`config.mk`:
```
export PLATFORM = sky130hd
export DESIGN_NAME = mul16_seq
export DESIGN_NICKNAME = d
export VERILOG_FILES = /design/src/rtl/mul16_seq.sv
export SDC_FILE = /design/constraint.sdc
export NUM_CORES = 1
export LEC_CHECK = 0
export BUFFER_PORTS_ARGS = -buffer_cell sky130_fd_sc_hd__buf_2
export CELL_PAD_IN_SITES_DETAIL_PLACEMENT = 1
export CELL_PAD_IN_SITES_GLOBAL_PLACEMENT = 1
export CORE_ASPECT_RATIO = 0.7
export CORE_MARGIN = 8
export CORE_UTILIZATION = 44
export CTS_BUF_LIST = sky130_fd_sc_hd__clkbuf_4 sky130_fd_sc_hd__clkbuf_8 sky130_fd_sc_hd__clkbuf_16
export DETAILED_ROUTE_END_ITERATION = 16
export GPL_TIMING_DRIVEN = 0
export PLACE_DENSITY_LB_ADDON = 0.25
export SYNTH_ARGS = -nofsm -noshare
export SYNTH_HDL_FRONTEND = slang
export SYNTH_SLANG_ARGS = --single-unit
```
`constraint.sdc`:
```
create_clock -name clk -period 12.29 [get_ports clk]
set_clock_uncertainty 0.2 [all_clocks]
set_input_delay 2.458 -clock clk [delete_from_list [all_inputs] [get_ports clk]]
set_output_delay 2.458 -clock clk [all_outputs]
set_load 0.005 [all_outputs]
```
`src/rtl/mul16_seq.sv`:
```
// mul16_seq: 16x16 unsigned sequential shift-and-add multiplier.
// Each clock performs one partial-product step through a single 16-bit
// ripple adder. The carry-out is kept as bit 16 of the partial sum, and
// {carry, high, low} is then shifted right by one.
// Optional feature: define MUL16_ZERO_SKIP_EN to finish in one cycle when
// either operand is zero at the accepting edge.
module mul16_seq (
  input  logic        clk,
  input  logic        reset,
  input  logic        start,
  input  logic [15:0] a,
  input  logic [15:0] b,
  output logic        ready,
  output logic        done,
  output logic [31:0] out
);

  localparam int unsigned OP_W  = 16;
  localparam int unsigned CNT_W = 4;
  localparam logic [CNT_W-1:0] LAST_STEP = CNT_W'(OP_W - 1);

  typedef enum logic [1:0] {
    IDLE = 2'd0,
    RUN  = 2'd1,
    DONE = 2'd2
  } state_t;

  state_t           state;
  state_t           state_next;
  logic [OP_W-1:0]  mcand;
  logic [OP_W-1:0]  mcand_next;
  logic [CNT_W-1:0] cnt;
  logic [CNT_W-1:0] cnt_next;
  logic [31:0]      out_next;

  // out doubles as the accumulator: out[31:16] is the high half and
  // out[15:0] is the low half, which holds the multiplier as it shifts out.
  logic [OP_W-1:0]  acc_hi;
  logic [OP_W-1:0]  acc_lo;
  logic [OP_W-1:0]  addend;
  logic [OP_W-1:0]  sum;
  logic [OP_W:0]    carry;
  logic [OP_W:0]    sum17;

  assign acc_hi = out[31:16];
  assign acc_lo = out[15:0];

  // Single 16-bit ripple adder: high half plus the multiplicand, gated by the multiplier LSB.
  always_comb begin
    addend   = acc_lo[0] ? mcand : '0;
    sum      = '0;
    carry    = '0;
    for (int i = 0; i < int'(OP_W); i++) begin
      sum[i]     = acc_hi[i] ^ addend[i] ^ carry[i];
      carry[i+1] = (acc_hi[i] & addend[i]) | (carry[i] & (acc_hi[i] ^ addend[i]));
    end
    sum17 = {carry[OP_W], sum};
  end

  // FSM state and registered status outputs.
  always_ff @(posedge clk or posedge reset) begin
    if (reset) begin
      state <= IDLE;
      ready <= 1'b1;
      done  <= 1'b0;
    end else begin
      state <= state_next;
      ready <= (state_next == IDLE);
      done  <= (state_next == DONE);
    end
  end

  // Datapath registers: multiplicand, step counter and accumulator.
  always_ff @(posedge clk or posedge reset) begin
    if (reset) begin
      mcand <= '0;
      cnt   <= '0;
      out   <= '0;
    end else begin
      mcand <= mcand_next;
      cnt   <= cnt_next;
      out   <= out_next;
    end
  end

  // Next-state and datapath next values.
  always_comb begin
    state_next = state;
    mcand_next = mcand;
    cnt_next   = cnt;
    out_next   = out;
    case (state)
      IDLE: begin
        if (start) begin
          mcand_next = a;
          cnt_next   = '0;
`ifdef MUL16_ZERO_SKIP_EN
          if ((a == '0) || (b == '0)) begin
            state_next = DONE;
            out_next   = '0;
          end else begin
            state_next = RUN;
            out_next   = {16'h0000, b};
          end
`else
          state_next = RUN;
          out_next   = {16'h0000, b};
`endif
        end
      end
      RUN: begin
        // Shift {carry, high, low} right by one; the low half's LSB is discarded.
        out_next = {sum17[OP_W:1], sum17[0], acc_lo[OP_W-1:1]};
        cnt_next = cnt + CNT_W'(1);
        if (cnt == LAST_STEP) begin
          state_next = DONE;
        end
      end
      DONE: begin
        state_next = IDLE;
      end
      default: begin
        state_next = IDLE;
      end
    endcase
  end

endmodule

```
* Word level (Yosys, flattened, before mapping) *
Cells that the tools add are included.

word-level totals
  flip-flop bits (word level) = 56
  input port bits = 35
  output and inout port bits = 34
  word-level logic and storage cells = 101

operators by class
  $add $sub $neg = 1
  eq/ne operators = 4
  multiplexer cells = 8
  bitwise operators = 77
  reduce and logical (&&, ||, !) cells = 5

operators by type and width
  operator               number
  $pmux W32 S2           1
  $mux W32               1
  $and A1 B1 Y1          31
  $xor A1 B1 Y1          31
  $mux W16               1
  $or A1 B1 Y1           15
  $pmux W4 S2            1
  $add A4 B1 Y4 const B  1
  $eq A4 B4 Y1 const B   1
  $logic_not A2 Y1       2
  $mux W2                2
  $mux W4                1
  $pmux W2 S2            1
  $reduce_and A2 Y1      2
  $eq A2 B1 Y1 const B   1
  $eq A2 B2 Y1 const B   1
  $ne A2 B2 Y1 const B   1
  $reduce_bool A2 Y1     1

* Depth between registers and ports, before layout *
  depth in word-level cells = 33
  gate-level depth with buffers = 24
  mapped depth without buffers = 23

* Worst setup path before layout *
Ideal clock, no wire load.

  path type = register to register
  start = register out[0]
  end = register out[30]
  library setup time = 126 ps
  data arrival time = 6373 ps
  required time = 11964 ps
  path slack = 5590 ps
  stages on the path, launching flop included = 25
  buffers on the path = 1
  clock period less this slack = 6700 ps
  cell sequence = dfrtp_1 -> clkbuf_1 -> and2_1 -> ha_1 -> inv_1 -> fa_1 -> fa_1 -> fa_1 -> fa_1 -> fa_1 -> fa_1 -> fa_1 -> fa_1 -> fa_1 -> inv_1 -> fa_1 -> inv_1 -> fa_1 -> inv_1 -> fa_1 -> inv_1 -> fa_1 -> fa_1 -> fa_1 -> o21ai_0

on the way
  word-level cells in the longest chain between the ends = 32
  elaborated cells between the ends (all ways) = 61
  classes of those cells = 2 x mux; 59 x bitwise

RTL lines
  what                                                   line  RTL
  start: declaration                                     15    output logic [31:0] out
  start signal: assignment                               82    out <= out_next;
  $mux W16 *                                             50    addend = acc_lo[0] ? mcand : '0;
  $and A1 B1 Y1 / $xor A1 B1 Y1 (equally long branches)  55    carry[i+1] = (acc_hi[i] & addend[i]) | (carry[i] & (acc_hi[i] ^ addend[i]));
  $and A1 B1 Y1                                          55
  $or A1 B1 Y1                                           55
  $and A1 B1 Y1                                          55
  $or A1 B1 Y1                                           55
  $and A1 B1 Y1                                          55
  $or A1 B1 Y1                                           55
  [... 16 more ...]                                      n/a
  $and A1 B1 Y1                                          55
  $or A1 B1 Y1                                           55
  $and A1 B1 Y1                                          55
  $or A1 B1 Y1                                           55
  $and A1 B1 Y1                                          55
  $or A1 B1 Y1                                           55
  $xor A1 B1 Y1 *                                        54    sum[i] = acc_hi[i] ^ addend[i] ^ carry[i];
  $pmux W32 S2 *                                         92    case (state)

Every way passes the cells marked *; elsewhere a longest branch is shown, timed or not.
A chain may end at the register's enable or synchronous reset.

* Final worst setup path *
Same ends and word-level chain as after synthesis.

==> impl_metrics.json <==
{
  "outcome": "complete, no violations",
  "cts-root-buf": "clkbuf_8",
  "synth_top_area_cell": "dfrtp_1",
  "cts_tree": "done",
  "avgSynthCellArea_sq_um": 11.2,
  "drt_iter0_markers": 69,
  "grt_max_degree": 34,
  "stdcell_count": 407,
  "rsz0062_at_grt": "false",
  "die_area_sq_um": 9280,
  "ios": 69,
  "first_global_vias": 2367,
  "synth-main-ff-cell": "dfrtp_1",
  "layout_commonest_cell": "buf_2",
  "final.period_utilization_pct": 58.6,
  "clockBufferDepth": 2,
  "dp_hpwl_mm": 5.41,
  "fillCellCount": 711,
  "post_cts_resized": 0,
  "cts.hold.buffers_added": 0,
  "routabilityCongestion": 0.746,
  "path_max_fanout": 8,
  "antennaDiodeCount": 0,
  "die_y_um": 83.0,
  "setup_violations": 0,
  "die_w_um": 112,
  "dr.pass1.iters": 4,
  "setup.worst_path.end_class": "register",
  "post_cts_buffers": 0,
  "max-cap-violations": 0,
  "vias": 2096,
  "layout_common_cells": "73 x buf_2, 55 x dfrtp_1, 42 x nand2_1, 31 x o21ai_0",
  "vias_per_cell": 5.15,
  "path_common_cell": "fa_1",
  "synth_cell_types": 28,
  "ys_async_sr_fraction_pct": 100,
  "ant_nets": 0,
  "cellLeakagePower_uw": 0.00164,
  "dpl_cell_area_sq_um": 3280,
  "peakVddDrop_uv": 77.6,
  "relSlewSlack_pct": 50.9,
  "fin_crit_ns": 7.20,
  "powerDensity_nw_per_um2": 240,
  "synth-seq-area-share_pct": 49.7,
  "rows": 24,
  "htree_levels": 2,
  "initial_core_util_pct": 45.4,
  "critical_path_class": "register to register",
  "cpMaxStageDelayCell": "fa_1",
  "path_clk_slew_ns": 0.10,
  "cp-start-kind": "register",
  "wl_per_cell_um": 17.4,
  "port_buffers": 67,
  "syn2layout_area_growth_pct": 19.5,
  "cp.arrival_ns": 7.19,
  "syn-num-nets": 305,
  "hold_class": "register to register",
  "synth_warnings": 0,
  "antenna_found_initial": 0,
  "clock_latency_ns": 0.32,
  "drc_errors": 0,
  "grtUsageTotal_pct": 16.4,
  "fin_tns_setup_ns": 0,
  "dp.cells": 399,
  "tightest_slew_ns": 0.735,
  "synth_edf_count": 0,
  "netlist.area_leader.share_pct": 48.7,
  "fmax_ghz": 0.139,
  "cpPeakStageDelay_ns": 0.48,
  "cts_made_buffers": 5,
  "ys_seq_elements": 56,
  "layout-drive-gt1-share_pct": 32.2,
  "clock-sinks": 56,
  "synthCells": 253,
  "nets": 380,
  "critical_path.cell_chain": "clkbuf_1, and2_1, ha_1, inv_1, fa_1, fa_1, fa_1, fa_1, fa_1, fa_1, fa_1, fa_1, fa_1, inv_1, fa_1, inv_1, fa_1, inv_1, fa_1, inv_1, fa_1, fa_1, fa_1, o21ai_0",
  "netlist_top_cells_area": "dfrtp_1 49%, fa_1 11%, nand2_1 5.6%",
  "grt-ovfl-total": 0,
  "drt-total-wl_mm": 7.08,
  "grt_first_pass_wirelength_mm": 12.4,
  "hold_viol": 0,
  "timing_max_transition_violations_final": 0,
  "core-area_sq_um": 6220,
  "r2r_slack_ns": 5.09,
  "worstPathRequired_ns": 12.29,
  "design_area_sq_um": 3370,
  "syn_area_sq_um": 2820
}
==> stage by stage <==
stage / util [%] / hold WS (ns) / setup slack (ns) / total power, uW
final: 54.3 / 0.318 / 5.09 / 808
after global routing: 54.3 / 0.343 / 4.73 / 891
after CTS: 54.3 / 0.320 / 5.00 / 823
after global placement: 52.4 / 0.289 / 5.18 / 686
after floorplan: - / 0.268 / 5.59 / 570
after detailed placement: 52.7 / 0.296 / 5.04 / 710
==> layer usage <==
metal  wire, um  up-vias  GRT usage [%]
met4         53        0           3.34
met5          0        -              0
li1           -      983              -
met1       3320     1051           21.6
met3        368        6           4.62
met2       3340       56           26.2
==> where the power goes <==
group | internal, uW | switching (uW) | total, uW
registers | 274 | 65.5 | 340
logic | 173 | 186 | 358
clock network | 48.2 | 62.2 | 110
==> flip-flops by register name (all words and copies together) (netlist names) <==
signal and count:
mcand 16, state 2, ready 1, out 32
done 1, cnt 4
==> critical path, delay by kind of cell, from the launching register on <==
family	cells	cell delay, ns
adder cells (fa/ha/maj)	16	5.58
AND/OR/NAND/NOR	1	0.19
AO/OA/AOI/OAI	1	0.08
buffers and inverters	6	0.64
flip-flops	1	0.37
==> synthesized netlist by cell type (6+ instances only) <==
master and n:
fa_1 15, dfrtp_1 55, o21ai_0 31, mux2_4 10, buf_2 6, a21oi_1 19
clkbuf_1 6, nand2_1 42, and3b_1 13, inv_1 20, mux2_2 6
==> cell type report <==
cell class / count / area, sq um / area share [%]
Clock inverter: 1 / 7.51 / 0.222
Multi-Input combinational cell: 161 / 1240 / 36.9
Sequential cell: 56 / 1400 / 41.6
Buffer: 16 / 103 / 3.04
Timing Repair Buffer: 68 / 355 / 10.5
Clock buffer: 7 / 90.1 / 2.67
Tap cell: 78 / 97.6 / 2.89
Inverter: 20 / 75.1 / 2.22
==> cells by family after synthesis <==
family,Yosys count,share of synthesized area [%]
muxes,17,8.06
AOI/OAI and AO/OA,58,11.3
adders and majority gates,17,11.5
and+or+nand+nor,69,13.2
buffers and inverters,36,6.29
DFF,56,49.7
==> final timing paths <==
check                            end  depth (start not counted)      start
hold / removal             mcand[12]                          1  mcand[12]
setup reg to reg             out[30]                         24     out[0]
setup / recovery             out[30]                         24     out[0]
max in group asynchronous     out[1]                          3      reset
min in group asynchronous    out[16]                          2      reset
hold reg to reg            mcand[12]                          1  mcand[12]
(Power assumes the default switching activity.)
